$ cat src/rtl/prog_loader.sv
// Instruction store and runtime program loader. Bytes arrive on a slow async strobe
// while load_en is high; the core is held in reset for the whole load.
module prog_loader #(
    parameter int INST_W  = 8,
    parameter int IMEM_SZ = 16,
    parameter int ADDR_W  = 4
) (
    input  logic              clk,
    input  logic              rst,
    input  logic              load_en,
    input  logic              strobe,
    input  logic [INST_W-1:0] data_in,
    input  logic [ADDR_W-1:0] raddr,
    output logic [INST_W-1:0] rdata,
    output logic              cpu_hold,
    output logic              ack,
    output logic [ADDR_W:0]   words,
    output logic              ovf
);

    typedef enum logic [1:0] {RUN, ARM, LOAD, RELEASE} state_t;

    localparam logic [ADDR_W:0] WORDS_MAX = (ADDR_W+1)'(IMEM_SZ);

    logic              load_en_s1, load_en_s2;
    logic              strobe_s1, strobe_s2, strobe_s3;
    logic              stb_edge, wr_en;
    state_t            state;
    logic [ADDR_W-1:0] waddr;
    logic [INST_W-1:0] mem [IMEM_SZ];

    function automatic logic [INST_W-1:0] boot_word(input int idx);
        logic [7:0] b;
        case (idx)
            0:       b = 8'h44;
            1:       b = 8'h0F;
            2:       b = 8'h1E;
            3:       b = 8'h22;
            4:       b = 8'h1F;
            5:       b = 8'h0E;
            6:       b = 8'hF2;
            7:       b = 8'h13;
            default: b = 8'h00;
        endcase
        return INST_W'(b);
    endfunction

    always_ff @(posedge clk) begin
        if (rst) begin
            load_en_s1 <= 1'b0;
            load_en_s2 <= 1'b0;
            strobe_s1  <= 1'b0;
            strobe_s2  <= 1'b0;
            strobe_s3  <= 1'b0;
        end else begin
            load_en_s1 <= load_en;
            load_en_s2 <= load_en_s1;
            strobe_s1  <= strobe;
            strobe_s2  <= strobe_s1;
            strobe_s3  <= strobe_s2;
        end
    end

    assign stb_edge = strobe_s2 & ~strobe_s3;
    assign wr_en    = (state == LOAD) && stb_edge;

    // Memory has no reset of its own beyond restoring the boot program.
    always_ff @(posedge clk) begin
        if (rst) begin
            for (int i = 0; i < IMEM_SZ; i++) mem[i] <= boot_word(i);
        end else if (wr_en) begin
            mem[waddr] <= data_in;
        end
    end

    assign rdata = mem[raddr];

    always_ff @(posedge clk) begin
        if (rst) begin
            state    <= RUN;
            waddr    <= '0;
            words    <= '0;
            ovf      <= 1'b0;
            ack      <= 1'b0;
            cpu_hold <= 1'b0;
        end else begin
            ack <= 1'b0;
            case (state)
                RUN: begin
                    if (load_en_s2) begin
                        state    <= ARM;
                        cpu_hold <= 1'b1;
                    end else begin
                        cpu_hold <= 1'b0;
                    end
                end
                ARM: begin
                    waddr    <= '0;
                    words    <= '0;
                    ovf      <= 1'b0;
                    state    <= LOAD;
                    cpu_hold <= 1'b1;
                end
                LOAD: begin
                    // A byte landing in the same cycle as the load_en drop still counts.
                    if (stb_edge) begin
                        waddr <= waddr + ADDR_W'(1);
                        ack   <= 1'b1;
                        if (words == WORDS_MAX) ovf <= 1'b1;
                        else                    words <= words + (ADDR_W+1)'(1);
                    end
                    if (!load_en_s2) state <= RELEASE;
                    cpu_hold <= 1'b1;
                end
                default: begin
                    state    <= RUN;
                    cpu_hold <= 1'b0;
                end
            endcase
        end
    end

endmodule

$ cat config.mk
export PLATFORM = sky130hd
export DESIGN_NAME = prog_loader
export DESIGN_NICKNAME = d
export VERILOG_FILES = /design/src/rtl/prog_loader.sv
export SDC_FILE = /design/constraint.sdc
export NUM_CORES = 1
export LEC_CHECK = 0
export BUFFER_PORTS_ARGS = -buffer_cell sky130_fd_sc_hd__buf_2
export CAP_MARGIN = 20
export CORE_UTILIZATION = 38
export CTS_CLUSTER_SIZE = 24
export DETAILED_ROUTE_END_ITERATION = 8
export PLACE_DENSITY = 0.58
export SYNTH_ARGS = -nofsm -noshare
export SYNTH_HDL_FRONTEND = slang
export SYNTH_SLANG_ARGS = --single-unit
$ cat constraint.sdc
create_clock -name clk -period 2.98 [get_ports clk]
set_input_delay 0.596 -clock clk [delete_from_list [all_inputs] [get_ports clk]]
set_output_delay 0.596 -clock clk [all_outputs]
set_load 0.005 [all_outputs]
### Yosys cells after proc, flatten, opt, wreduce, memory -nomap -nowiden

Memories as Yosys holds them, arrays and structs flattened.
Cells that the tools add are included.

| word-level totals | value |
|---|---|
| register bits after elaboration | 19 |
| word-level logic and storage cells | 66 |
| input port bits | 16 |
| memories kept | 1 |
| output and inout port bits | 16 |
| bits in writable memories | 128 |

| operators by class | value |
|---|---|
| reduce and logical (&&, ||, !) cells | 10 |
| bitwise logic cells | 3 |
| equality and inequality tests | 8 |
| multiplexer cells | 31 |
| add/subtract/negate cells | 2 |

Memory list:

| memory | depth | bits a word | read ports | clocked after memory_dff | write ports | line | RTL |
|---|---|---|---|---|---|---|---|
| mem | 16 | 8 | 1 | 0 | 16 | 30 | `logic [INST_W-1:0] mem [IMEM_SZ];` |

Operator list:

| cell | count |
|---|---|
| $mux W8 | 10 |
| $mux W1 | 10 |
| $mux W5 | 2 |
| $pmux W5 S2 | 1 |
| $mux W4 | 2 |
| $ne A2 B2 Y1 const B | 4 |
| $pmux W4 S2 | 1 |
| $reduce_or A8 Y1 | 1 |
| $pmux W2 S3 | 1 |
| $reduce_and A3 Y1 | 2 |
| $add A5 B1 Y5 const B | 1 |
| $eq A5 B5 Y1 const B | 1 |
| $add A4 B1 Y4 const B | 1 |
| $mux W2 | 2 |
| $pmux W1 S2 | 2 |
| $reduce_and A2 Y1 | 2 |
| $reduce_or A2 Y1 | 2 |
| $eq A2 B1 Y1 const B | 1 |
| $eq A2 B2 Y1 const B | 1 |
| $logic_not A2 Y1 | 1 |
| $ne A2 B1 Y1 const B | 1 |
| $not A1 Y1 | 2 |
| $reduce_bool A2 Y1 | 1 |
| $and A1 B1 Y1 | 1 |
| $logic_and A1 B1 Y1 | 1 |

### Longest topological paths before layout

| logic depth | value |
|---|---|
| depth after elaboration | 8 |
| mapped depth | 7 |
| depth with buffers taken out | 6 |

### Worst setup path before layout

Ideal clock, no wire load.

| timing path | value |
|---|---|
| path kind | in2out |
| start | in raddr[0] |
| end | out rdata[5] |
| path slack | 684 ps |
| cell stages on the path | 5 |
| buffers on the path | 2 |
| required time | 2384 ps |
| arrival time | 1700 ps |
| cells stage by stage | buf_2 -> buf_4 -> mux4_2 -> a22oi_1 -> nand2_1 |

| between the ends | value |
|---|---|
| longest elaborated chain between the ends | 1 |

Ends and longest elaborated chain:

| item | line | RTL |
|---|---|---|
| from (decl) | 13 | `input logic [ADDR_W-1:0] raddr,` |
| $mem_v2 Z16 W8 | - |  |
| to (decl) | 14 | `output logic [INST_W-1:0] rdata,` |

No other way between the ends.

### Worst setup path in the final report

| timing path | value |
|---|---|
| start | in raddr[1] |
| end | out rdata[2] |

The elaborated chain is that of the path after synthesis.

==> flow_metrics.py <==
metrics = {
    "cts": {
        "cts_tree": "yes",
        "root_buffer": "clkbuf_16",
        "clkLatencyLatePin_ns": 0.43,
        "cts_buffers": 17,
        "cts_max_level": 4,
        "cts.repair.resized": 0,
        "cts.sinks": 147,
        "cts_setup_buffers": 0,
        "cts_buffer_depth": 2,
        "cts_hold_buf": 0,
        "clkTransAtPathRegs_ns": 0.06,
    },
    "critical_path": {
        "critPathBufInv": 3,
        "worst_path_max_delay_cell": "buf_2",
        "crit_arrival_ns": 2.06,
        "worst_path_largest_cell_delay_ns": 0.37,
        "start_kind": "input pin",
        "required_ns": 2.38,
        "crit_fanout": 14,
        "crit_cells": 6,
        "reg2reg_depth": 6,
        "worst_path_most_repeated_cell": "buf_2",
        "cp_cell_sequence": "buf_2 -> buf_4 -> mux4_2 -> a22oi_1 -> nand2_1 -> buf_2",
        "crit_type": "input pin to output port",
        "cp-end-kind": "output port",
        "cp_top_family": "buffers and inverters",
    },
    "synthesis": {
        "postSynthAreaPerCell_um2": 13.11,
        "synthTopCellsByCount": "edfxtp_1, nor2_1, nand2_1, mux4_2, clkbuf_1",
        "synth_area_um2": 6659,
        "yosysMostFrequentCell": "edfxtp_1",
        "synthFlopType": "edfxtp_1",
        "ys_ff_latch": 147,
        "synthCells": 508,
        "syn-num-nets": 535,
        "ys_warn_count": 0,
        "yosysSeqAreaShare_pct": 63.43,
        "synth.distinct_cells": 39,
        "synthTopCellsByArea": "edfxtp_1, mux4_2, nor2_1",
        "yosysTopAreaCellShare_pct": 57.72,
        "yosysTopAreaCell": "edfxtp_1",
        "synth_edf_count": 128,
        "async_flop_share_pct": 0,
    },
    "floorplan": {
        "num_rows": 48,
        "core_um2": 17180,
        "die_h_um": 134.4,
        "die_w_um": 134.4,
        "start_util_pct": 38.77,
        "dieArea_um2": 18060,
        "ioPinCount": 32,
    },
    "route": {
        "drtPass1Iterations": 5,
        "ant_nets": 0,
        "vias": 4262,
        "initialDrtViolationCount": 402,
        "wl_per_cell_um": 20.80,
        "drc": 0,
        "wirelength_um": 16260,
        "vias_per_cell": 5.450,
    },
    "sta": {
        "worst_slew_pin_slew_ns": 0.5832,
        "fin_ws_ns": 0.3270,
        "period_share_pct": 89.03,
        "worst_clock_skew_ns": 0.008658,
        "relSlewSlack_pct": 61.03,
        "setup_violations": 0,
        "rsz0062_at_grt": "no",
        "period_needed_ns": 2.653,
        "finalHoldViolations": 0,
        "max_freq_mhz": 376.9,
        "slew_viol_final": 0,
        "tns_ns": 0,
    },
    "grt": {
        "grt_pass1_wl_um": 25230,
        "first_global_vias": 4359,
        "grt_use_total_pct": 19.22,
        "antenna_found_initial": 0,
        "grt_start_max_net_pins": 38,
        "grt.overflow.total": 0,
    },
    "placed_design": {
        "dp_cells": 750,
        "dpl.hpwl_um": 11260,
        "place_ws_ns": 0.3474,
        "routabilityCongestion": 0.8147,
        "numPortBuffers": 31,
    },
    "cells_and_area": {
        "fin_nets": 571,
        "num_antenna_cells": 0,
        "areaGrowthSynthToFinish_pct": 16.46,
        "final_cells": 782,
        "drive_above_1_share_pct": 21.36,
    },
    "pwr": {
        "powerDensity_nw_per_um2": 628.0,
        "power.leakage_nw": 2.694,
        "vdd_drop_max_mv": 0.4865,
    },
    "worst_hold_path": {
        "min_path_type": "input pin to flop",
        "whs_path_depth": 2,
    },
    "status": {
        "outcome": "finished clean",
    },
    "flow_run": {
        "cap_violations": 0,
    },
}
## final cells by class
type | count | area [um2]
repair buffers | 51 | 330.3
clock buffers | 17 | 425.4
clock inverters | 15 | 212.7
fillers | 1590 | 9422
well taps | 225 | 281.5
multi-input cells | 321 | 2258
inverters | 6 | 22.52
flip-flops and latches | 147 | 4224
## final timing paths
check	from	end	slack, ns
worst max-delay path	raddr[1]	rdata[2]	0.33
worst min-delay path	strobe	strobe_s1	0.38
worst max register to register	state[0]	mem[3][3]	0.45
worst min register to register	strobe_s1	strobe_s2	0.44
## power breakdown
| part | switching (W) | internal (W) | total (W) |
|---|---|---|---|
| Clock | 0.000827 | 0.00148 | 0.00230 |
| Combinational | 0.000158 | 0.000110 | 0.000267 |
| Sequential | 0.0000170 | 0.00228 | 0.00230 |
| Total | 0.00100 | 0.00387 | 0.00487 |
## cells in the final DEF, fill, tap and decap left out, types with 16 or more instances in the layout
cell	Yosys	routed
a21o_1	16	16
a22oi_1	16	16
buf_2	6	31
buf_4	1	18
clkbuf_16	0	17
dfxtp_1	19	19
edfxtp_1	128	128
mux4_2	32	32
nand2_1	57	57
nor2_1	102	102
## kinds of logic after synthesis
logic type,count (synthesis),synth area share [%]
and+or+nand+nor,226,15.45
DFF,147,63.43
AOI/OAI and AO/OA,49,5.111
buffers and inverters,40,2.649
muxes,35,11.29
adders and majority gates,11,2.067
## worst reg2reg max path, cell delays in order, from the launching register on
cell	delay (ns)
dfxtp_1	0.33
inv_1	0.12
ha_1	0.26
nand3b_1	0.19
nor2_2	0.27
and2_1	0.51
a21o_1	0.49
## stage by stage
| step | utilization [%] | total power, W | instance area, um2 | hold WS, ns |
|---|---|---|---|---|
| floorplan | - | 0.002498 | 6659 | 0.4138 |
| global placement | 41.43 | 0.002604 | 7117 | 0.4235 |
| detailed placement | 41.43 | 0.002611 | 7117 | 0.4311 |
| CTS | 45.15 | 0.004897 | 7755 | 0.3795 |
| global route | 45.15 | 0.004992 | 7755 | 0.3849 |
| finish | 45.15 | 0.004870 | 7755 | 0.3799 |
## sequential cells by signal, summed over array words and instances, names as in the netlist, 2 cells and up
signal / cells
mem: 128
words: 5
waddr: 4
state: 2
## metal layers
layer	part of all wire (%)	vias to the layer above	track usage, %
met5	0	-	0
met4	1.2	0	6.742
met3	5.9	13	3.930
met2	50	154	32.15
met1	43	2160	24.81
li1	-	1935	-
Power figures use the tool's default switching activity.
